--- src/rtl/lsu_ahb_master.sv ---
// ---------------------------------------------------------------------------
// lsu_ahb_master
//   Bridges the core LSU valid/ready request/response channels onto a single
//   AHB-Lite master port. Non-pipelined: at most one transfer is outstanding.
//   Stores are lane-replicated onto hwdata. Loads have the addressed lane
//   extracted and then sign or zero extended. Illegal or misaligned requests
//   are answered with an error response and never reach the bus.
//
// Ports
//   clk, rstn        system clock, asynchronous active-low reset
//   lsu_req_*        LSU request channel (vld/rdy, wen, rwtyp=funct3, addr, wdata)
//   lsu_rsp_*        LSU response channel (vld/rdy, rdata, err)
//   haddr..hwdata    AHB-Lite master address/control/write-data outputs
//   hrdata, hready,
//   hresp            AHB-Lite read data, transfer-done and error inputs
//
// Parameters
//   HPROT_VAL        constant protection attributes driven on every transfer
//   MISALIGN_CHK     1: misaligned access is rejected with an error
//                    0: address is forced down to the access-size alignment
// ---------------------------------------------------------------------------
module lsu_ahb_master #(
  parameter logic [3:0] HPROT_VAL    = 4'b0011,
  parameter bit         MISALIGN_CHK = 1'b1
) (
  input  logic        clk,
  input  logic        rstn,
  input  logic        lsu_req_vld,
  output logic        lsu_req_rdy,
  input  logic        lsu_req_wen,
  input  logic [2:0]  lsu_req_rwtyp,
  input  logic [31:0] lsu_req_addr,
  input  logic [31:0] lsu_req_wdata,
  output logic        lsu_rsp_vld,
  input  logic        lsu_rsp_rdy,
  output logic [31:0] lsu_rsp_rdata,
  output logic        lsu_rsp_err,
  output logic [31:0] haddr,
  output logic [1:0]  htrans,
  output logic        hwrite,
  output logic [2:0]  hsize,
  output logic [2:0]  hburst,
  output logic [3:0]  hprot,
  output logic [31:0] hwdata,
  input  logic [31:0] hrdata,
  input  logic        hready,
  input  logic        hresp
);

  localparam logic [1:0] HTRANS_IDLE   = 2'b00;
  localparam logic [1:0] HTRANS_NONSEQ = 2'b10;

  typedef enum logic [1:0] {
    ST_IDLE,
    ST_ADDR,
    ST_DATA,
    ST_RESP
  } state_t;

  state_t      state;
  logic        wen_q;
  logic [2:0]  rwtyp_q;
  logic [1:0]  lane_q;

  logic        req_illegal;
  logic        req_misaligned;
  logic [31:0] req_addr_aln;
  logic [31:0] req_wdata_lanes;

  assign hburst = 3'b000;
  assign hprot  = HPROT_VAL;

  // Load lane extraction followed by sign (rwtyp[2]=0) or zero extension.
  function automatic logic [31:0] load_extract(input logic [31:0] d,
                                               input logic [2:0]  t,
                                               input logic [1:0]  lane);
    logic [7:0]  b;
    logic [15:0] h;
    logic [31:0] r;
    b = d[{lane, 3'b000} +: 8];
    h = d[{lane[1], 4'b0000} +: 16];
    case (t[1:0])
      2'b00:   r = t[2] ? {24'd0, b} : {{24{b[7]}}, b};
      2'b01:   r = t[2] ? {16'd0, h} : {{16{h[15]}}, h};
      default: r = d;
    endcase
    return r;
  endfunction

  // Request decode: legality, alignment, forced-aligned address and the
  // replicated store data. Alignment forcing is harmless when misaligned
  // requests are rejected, so the aligned address is always used.
  always_comb begin
    req_illegal     = (lsu_req_rwtyp == 3'b011) ||
                      (lsu_req_rwtyp[2:1] == 2'b11) ||
                      (lsu_req_wen && lsu_req_rwtyp[2]);
    req_misaligned  = 1'b0;
    req_addr_aln    = lsu_req_addr;
    req_wdata_lanes = lsu_req_wdata;
    case (lsu_req_rwtyp[1:0])
      2'b00: begin
        req_wdata_lanes = {4{lsu_req_wdata[7:0]}};
      end
      2'b01: begin
        req_misaligned  = lsu_req_addr[0];
        req_addr_aln    = {lsu_req_addr[31:1], 1'b0};
        req_wdata_lanes = {2{lsu_req_wdata[15:0]}};
      end
      2'b10: begin
        req_misaligned  = |lsu_req_addr[1:0];
        req_addr_aln    = {lsu_req_addr[31:2], 2'b00};
      end
      default: begin
        req_misaligned  = 1'b0;
      end
    endcase
  end

  // Main FSM with all bus and LSU outputs registered. A rejected request
  // skips straight to RESP so no bus cycle is ever started for it.
  always_ff @(posedge clk or negedge rstn) begin
    if (!rstn) begin
      state         <= ST_IDLE;
      lsu_req_rdy   <= 1'b1;
      lsu_rsp_vld   <= 1'b0;
      lsu_rsp_rdata <= 32'd0;
      lsu_rsp_err   <= 1'b0;
      htrans        <= HTRANS_IDLE;
      haddr         <= 32'd0;
      hwrite        <= 1'b0;
      hsize         <= 3'b000;
      hwdata        <= 32'd0;
      wen_q         <= 1'b0;
      rwtyp_q       <= 3'b000;
      lane_q        <= 2'b00;
    end else begin
      case (state)
        ST_IDLE: begin
          if (lsu_req_vld) begin
            lsu_req_rdy <= 1'b0;
            if (req_illegal || (MISALIGN_CHK && req_misaligned)) begin
              state         <= ST_RESP;
              lsu_rsp_vld   <= 1'b1;
              lsu_rsp_rdata <= 32'd0;
              lsu_rsp_err   <= 1'b1;
            end else begin
              state   <= ST_ADDR;
              htrans  <= HTRANS_NONSEQ;
              haddr   <= req_addr_aln;
              hwrite  <= lsu_req_wen;
              hsize   <= {1'b0, lsu_req_rwtyp[1:0]};
              hwdata  <= lsu_req_wen ? req_wdata_lanes : 32'd0;
              wen_q   <= lsu_req_wen;
              rwtyp_q <= lsu_req_rwtyp;
              lane_q  <= req_addr_aln[1:0];
            end
          end
        end
        ST_ADDR: begin
          if (hready) begin
            state  <= ST_DATA;
            htrans <= HTRANS_IDLE;
          end
        end
        ST_DATA: begin
          // The first cycle of a two-cycle ERROR has hready low and is
          // simply waited through; the error is taken with hready high.
          if (hready) begin
            state         <= ST_RESP;
            lsu_rsp_vld   <= 1'b1;
            lsu_rsp_err   <= hresp;
            lsu_rsp_rdata <= (hresp || wen_q) ? 32'd0
                                              : load_extract(hrdata, rwtyp_q, lane_q);
          end
        end
        ST_RESP: begin
          if (lsu_rsp_rdy) begin
            state         <= ST_IDLE;
            lsu_rsp_vld   <= 1'b0;
            lsu_rsp_rdata <= 32'd0;
            lsu_rsp_err   <= 1'b0;
            lsu_req_rdy   <= 1'b1;
          end
        end
        default: begin
          state       <= ST_IDLE;
          lsu_req_rdy <= 1'b1;
          lsu_rsp_vld <= 1'b0;
          htrans      <= HTRANS_IDLE;
        end
      endcase
    end
  end

endmodule
--- config.mk ---
export PLATFORM = sky130hd
export DESIGN_NAME = lsu_ahb_master
export DESIGN_NICKNAME = d
export VERILOG_FILES = /design/src/rtl/lsu_ahb_master.sv
export SDC_FILE = /design/constraint.sdc
export NUM_CORES = 1
export LEC_CHECK = 0
export BUFFER_PORTS_ARGS = -buffer_cell sky130_fd_sc_hd__buf_4
export CAP_MARGIN = 20
export CORE_MARGIN = 2
export CORE_UTILIZATION = 44
export DETAILED_ROUTE_END_ITERATION = 7
export PLACE_DENSITY = 0.76
export SLEW_MARGIN = 20
export SYNTH_ARGS = -nofsm -noshare
export SYNTH_HDL_FRONTEND = slang
export SYNTH_SLANG_ARGS = --single-unit
--- constraint.sdc ---
create_clock -name clk -period 1.85 [get_ports clk]
set_clock_uncertainty 0.15 [all_clocks]
set_input_delay 0.0925 -clock clk [delete_from_list [all_inputs] [get_ports clk]]
set_output_delay 0.0925 -clock clk [all_outputs]
set_load 0.005 [all_outputs]
==> results of run 1 <==
-- per-layer routing --
layer	GRT usage [%]	vias up	share of wire, %
li1	-	2388	-
met1	32.4	2627	39
met2	44.0	295	50
met3	4.65	60	7.0
met5	0	-	0
met4	12.4	0	4.2
-- area by class of cell --
class	instances	area, sq um	area share, %
clock buffer	11	253	2.84
clock inverter	3	40.0	0.451
inverter	24	90.1	1.01
multi-input combinational	340	2830	31.9
sequential	106	2660	29.9
tap	168	210	2.37
timing repair buffer	327	2800	31.6
-- cells in the mapped netlist (3+ instances only) --
| cell type | instances | area, sq um |
|---|---|---|
| dfrtp_1 | 105 | 2630 |
| mux2_2 | 82 | 923 |
| nand2_1 | 53 | 199 |
| o21ai_0 | 51 | 255 |
| nor2_1 | 26 | 97.6 |
| inv_1 | 24 | 90.1 |
| clkbuf_1 | 20 | 75.1 |
| a31oi_1 | 16 | 100 |
| o31ai_1 | 16 | 120 |
| buf_4 | 13 | 97.6 |
| buf_2 | 12 | 60.1 |
| mux2i_1 | 11 | 110 |
| a22o_1 | 9 | 78.8 |
| ha_1 | 9 | 113 |
| a21boi_0 | 8 | 60.1 |
| nand2b_1 | 8 | 50.1 |
| a221oi_1 | 7 | 61.3 |
| o221ai_1 | 7 | 61.3 |
| o211ai_1 | 4 | 30.0 |
| nand3_1 | 3 | 15.0 |
-- how the worst max path moves through the flow --
stage                startpoint           endpoint  slack (ns)  depth (start not counted)
6_report               haddr[1]  lsu_rsp_rdata[11]       -0.06                          5
5_1_grt                state[0]   lsu_rsp_rdata[3]       -0.13                          8
4_1_cts                haddr[1]   lsu_rsp_rdata[7]       -0.04                          5
3_5_place_dp   lsu_req_rwtyp[1]          haddr[18]       -0.27                          8
3_3_place_gp   lsu_req_rwtyp[1]          haddr[10]       -0.16                          8
2_1_floorplan          state[1]         hwdata[30]      0.0005                          8
-- power groups by stage --
stage	clock (mW)	sequential (mW)	combinational [mW]
2_1_floorplan	0	3.91	2.70
3_3_place_gp	0	3.91	5.32
3_5_place_dp	0	3.96	5.46
4_1_cts	1.95	3.94	5.70
5_1_grt	2.06	4.10	7.00
6_report	1.95	3.99	6.52
-- cell families (layout without fill, tap and decap cells) --
family / count (synthesis) / after routing / share of synthesized area (%)
AOI/OAI and AO/OA: 129 / 129 / 15.8
adders and majority gates: 9 / 9 / 2.06
buffers and inverters: 73 / 365 / 6.45
DFF: 106 / 106 / 48.5
muxes: 94 / 94 / 19.3
other: 2 / 9 / 0.137
and+or+nand+nor: 99 / 99 / 7.75
-- metrics by stage --
stage / hold WS (ns) / total power [mW]
final: 0.00294 / 12.5
after global routing: 0.0269 / 13.2
after detailed placement: -0.121 / 9.42
after global placement: -0.119 / 9.23
after CTS: 0.0221 / 11.6
after floorplan: -0.353 / 6.62
-- critical path, delay by kind of cell, from the launching register on --
family | cells | cell delay [ns]
AOI/OAI and AO/OA | 2 | 0.37
buffers and inverters | 1 | 0.19
DFF | 1 | 0.46
muxes | 2 | 0.63
-- repair_timing --
action / 4_1_cts / 5_1_grt
resized for setup: 11 / 71
cloned: 1 / 4
setup endpoints to repair: 79 / 91
pin swaps: 1 / 8
endpoints found under the hold margin: 172 / 0
buffers inserted: 1 / 6
hold buffers: 68 / 0
-- registers in the layout, summed over array words and instances, names as in the netlist --
| name | count |
|---|---|
| lsu_rsp_vld | 1 |
| state | 2 |
| lsu_rsp_err | 1 |
| wen_q | 1 |
| hwdata | 32 |
| lsu_rsp_rdata | 32 |
| lsu_req_rdy | 1 |
| htrans | 1 |
| haddr | 32 |
| rwtyp_q | 3 |
==> reports/qor.yml, run 1 <==
drv_slew: 0
final.min_clock_period_ns: 1.91
cts.clk_slew.worst_paths_ns: 0.07
ys_ff_latch: 106
path_class: "flip-flop to flip-flop"
syn_area_per_cell_sq_um: 10.7
mostFrequentLayoutCells: "243 x buf_4, 104 x dfrtp_1, 77 x mux2_2, 68 x dlygate4sd3_1, 52 x nand2_1"
dr.pass1.iters: 5
status: "finished with violations"
max-slew-margin-rel_pct: 45.1
path_cells: "mux2_4, a221oi_4, buf_6, a221oi_2, mux2_4"
syn_inst: 512
diodes: 0
cp_max_fo: 7
r2r-start: "haddr[1]"
start_util_pct: 45.4
hold_path.startpoint: "hrdata[0]"
rr_endpoint: "lsu_rsp_rdata[11]"
synth.distinct_cells: 42
dieHeight_um: 116
grt_first_pass_wirelength_mm: 27.2
antenna_found_initial: 0
crit_top_cell: "mux2_4"
hold_end: "lsu_rsp_rdata[0]"
maxCapViolations: 0
fillers: 808
rrSetupSlack_ns: -0.06
rows: 40
dp_slack_ns: -0.272
gr-total-overflow: 0
timing.final.crit_share_pct: 103
setup_tns_ns: -2.01
power.share.sequential_pct: 32.1
yosysSeqAreaShare_pct: 48.5
worstPathArrival_ns: 1.99
wl_per_cell_um: 18.9
wl_mm: 18.5
die_w_um: 116
ff2ff_path_depth: 5
core_area_sq_um: 12100
final_core_util_pct: 73.7
switchingPower_mw: 4.34
htree_levels: 3
rsz0062_at_grt: "true"
crit_path_max_incr_delay_ns: 0.46
vias_per_cell: 5.49
internal-power_mw: 8.12
switching_share_pct: 34.8
ys_warn_count: 0
grt_max_degree: 64
min_path_type: "input pin to flip-flop"
ys_async_sr_fraction_pct: 100
dr.first_iter.drc_count: 478
leakage_nw: 4.27
power.density_nw_per_um2: 1400
clock_latency_ns: 0.34
syn_to_final_growth_pct: 62.4
clockBufferDepth: 2
grt_pass1_vias: 5338
synthFlopType: "dfrtp_1"
gp_routability_congestion: 0.843
synth_edf_count: 0
startpoint_type: "flip-flop"
violations: "setup timing"
drive_gt1_share_pct: 50.6
cp-end-kind: "flip-flop"
port_buffers: 208
numCtsBuffers: 9
hold_violations: 0
cp.required_ns: 1.93
fin_area_sq_um: 8890
ir_drop_mv: 0.812
fin_ws_ns: -0.0634
cts-root-buf: "clkbuf_16"
timing.fmax_mhz: 523
combPwrFrac_pct: 52.3
cts_tree: "yes"
crit_slowest_cell: "dfrtp_2"
setup_violations: 73
final_common_cell: "buf_4"
io-pin-count: 218
dieArea_sq_um: 13300
dpl_cell_area_sq_um: 7430
synthesis.area_sq_um: 5470
tightest_slew_ns: 0.816
grt_usage_pct: 26.0
final_nets: 923
via_count: 5370
drtAntennaViolNets: 0
clock_sinks: 106
dp_hpwl_mm: 11.4
pwr-share-clk_pct: 15.6
min_path_cells: 3
drc: 0
final_cell_count_no_fill: 979
place_inst: 886
Note: power is estimated with default switching activity, not from simulation.
==> run 2, diff against run 1 <==
--- a/config.mk
+++ b/config.mk
@@ -8,9 +8,10 @@
 export BUFFER_PORTS_ARGS = -buffer_cell sky130_fd_sc_hd__buf_4
 export CAP_MARGIN = 20
 export CORE_MARGIN = 2
-export CORE_UTILIZATION = 44
+export CORE_UTILIZATION = 46
+export CTS_BUF_LIST = sky130_fd_sc_hd__clkbuf_2 sky130_fd_sc_hd__clkbuf_4 sky130_fd_sc_hd__clkbuf_8
 export DETAILED_ROUTE_END_ITERATION = 7
-export PLACE_DENSITY = 0.76
+export PLACE_DENSITY = 0.79
 export SLEW_MARGIN = 20
 export SYNTH_ARGS = -nofsm -noshare
 export SYNTH_HDL_FRONTEND = slang
==> run 2 against run 1 <==
The flow finishes with violations (DRC, setup timing). Flip-flop and latch count did not move. Clock power fell by 30%. Utilization rose by 4.8 points. Wire length rose by 8.4%. Cell area rose by 1.7%. Global-route usage rose by 1.2 points.
==> reports/qor.yml, run 2 (synthesis results as in run 1) <==
status: "finished with violations"
violations: "DRC, setup timing"
dr.max_layer_used: "met4"
hold_violations: 0  # unchanged
wl_per_cell_um: 20.7  # +9.2%
diodes: 0  # unchanged
total_power_mw: 12.3  # -1.7%
timing.final.crit_share_pct: 107  # +3.7 points
antenna_found_initial: 0  # unchanged
internal-power_mw: 7.78  # -4.2%
wl_mm: 20.1  # +8.4%
wl_met1_mm: 7.66  # +6.5%
setup_tns_ns: -6.73  # -4.72 ns
power.density_nw_per_um2: 1360  # -3.3%
clock_latency_ns: 0.39  # +0.05 ns
crit_start: "state[0]"
dr.first_iter.drc_count: 537  # +12%
path_cells: "inv_2, ha_4, o2111ai_4, buf_4, o21ai_1, o31ai_4"
numCtsBuffers: 9  # unchanged
rsz0062_at_grt: "true"
port_buffers: 208  # unchanged
grt_first_pass_wirelength_mm: 27.7  # +2.1%
cts-root-buf: "clkbuf_8"
io-pin-count: 218  # unchanged
crit_slowest_cell: "dfrtp_1"
die_w_um: 113  # -2.1%
htree_levels: 3  # unchanged
reg.largest.list: "haddr (32), hwdata (32), lsu_rsp_rdata (32)"
dp_hpwl_mm: 11.7  # +3.1%
final_nets: 939  # +1.7%
maxCapViolations: 0  # unchanged
power.share.sequential_pct: 32.6  # +0.5 points
wl_met2_mm: 9.99  # +8.1%
mostFrequentLayoutCells: "242 x buf_4, 104 x dfrtp_1, 75 x dlygate4sd3_1, 54 x mux2_2, 53 x nand2_1"
fin_area_sq_um: 9040  # +1.7%
max-slew-margin-rel_pct: 39.5  # -5.6 points
switchingPower_mw: 4.48  # +3.1%
worstPathArrival_ns: 2.07  # +0.08 ns
timing.fmax_mhz: 505  # -3.5%
r2r-start: "state[0]"
grt_usage_pct: 27.2  # +1.2 points
gr-total-overflow: 0  # unchanged
combPwrFrac_pct: 56.3  # +4.0 points
min_path_type: "input pin to flip-flop"
grt_max_degree: 42  # -34%
place_inst: 866  # -2.3%
pwr-share-clk_pct: 11.1  # -4.5 points
dieHeight_um: 113  # -2.1%
vias_per_cell: 5.63  # +2.6%
via_count: 5471  # +1.9%
final.min_clock_period_ns: 1.98  # +0.0684 ns
dpl_cell_area_sq_um: 7430  # about the same
dr.pass1.iters: 8  # +3
cp.required_ns: 1.93  # about the same
wl_met3_mm: 1.53  # +17%
dp_slack_ns: -0.262  # +0.0100 ns
path_class: "flip-flop to flip-flop"
start_util_pct: 47.5  # +2.1 points
setup_violations: 87  # +19%
drc: 15  # +15
dieArea_sq_um: 12800  # -4.2%
drv_slew: 0  # unchanged
tightest_slew_ns: 0.898  # +0.0825 ns
drtAntennaViolNets: 0  # unchanged
clockBufferDepth: 2  # unchanged
cts.clk_slew.worst_paths_ns: 0.10  # +0.03 ns
leakage_nw: 4.39  # +3.0%
clock_sinks: 106  # unchanged
final_core_util_pct: 78.5  # +4.8 points
cts_tree: "yes"
fin_ws_ns: -0.132  # -0.0684 ns
crit_path_max_incr_delay_ns: 0.43  # -0.03 ns
final_common_cell: "buf_4"
cp_max_fo: 28  # +21
rows: 39  # -2.5%
cp-end-kind: "flip-flop"
grt_pass1_vias: 5578  # +4.5%
final_cell_count_no_fill: 972  # -0.72%
gp_routability_congestion: 0.857  # +1.6%
holdWs_ns: 0.0133  # +0.0103 ns
startpoint_type: "flip-flop"
syn_to_final_growth_pct: 65.2
drive_gt1_share_pct: 48.9  # -1.7 points
ir_drop_mv: 0.854  # +5.2%
hold_path.startpoint: "hrdata[19]"
core_area_sq_um: 11500  # -4.5%
switching_share_pct: 36.5  # +1.7 points
run 2: area by class of cell:
| type | instances | area, sq um |
|---|---|---|
| Sequential cell | 106 | 2660 |
| Fill cell | 709 | 2480 |
| Clock inverter | 5 | 31.3 |
| Inverter | 24 | 90.1 |
| Tap cell | 143 | 179 |
| Timing Repair Buffer | 342 | 3030 |
| Multi-Input combinational cell | 341 | 2910 |
| Clock buffer | 11 | 145 |
run 2: power by group through the flow:
stage	Sequential [mW]	Combinational [mW]	Clock, mW
final	3.99	6.90	1.36
after global routing	4.09	7.34	1.47
after CTS	3.93	6.08	1.38
after detailed placement	3.96	5.54	0
after global placement	3.91	5.39	0
after floorplan	3.91	2.70	0
run 2: layer usage:
layer	vias to the layer above	GRT usage, %
li1	2421	-
met1	2644	33.1
met2	324	45.4
met3	82	5.95
met4	0	14.4
met5	-	0
run 2: worst paths after layout:
kind	endpoint	slack, ns	cells past startpoint
worst max-delay path	hwdata[11]	-0.13	6
worst min-delay path	lsu_rsp_rdata[19]	0.01	4
worst max register to register	hwdata[11]	-0.13	6
worst min register to register	haddr[26]	0.37	1
max in group asynchronous	hwdata[5]	0.82	3
min in group asynchronous	lsu_rsp_rdata[9]	0.08	2
run 2: what timing repair did:
item / 4_1_cts / 5_1_grt
pin swaps: 0 / 20
endpoints found under the setup margin: 92 / 96
setup buffers: 2 / 0
gates cloned: 1 / 12
hold endpoints to repair: 172 / 0
hold buffers: 75 / 0
gates resized for setup: 28 / 78
run 2: critical path: cells and delay by family, from the launching register on:
kind / cells / cell delay (ns)
compound gates: 3 / 0.65
buf+inv: 2 / 0.40
flops: 1 / 0.43
fa+ha+maj: 1 / 0.19
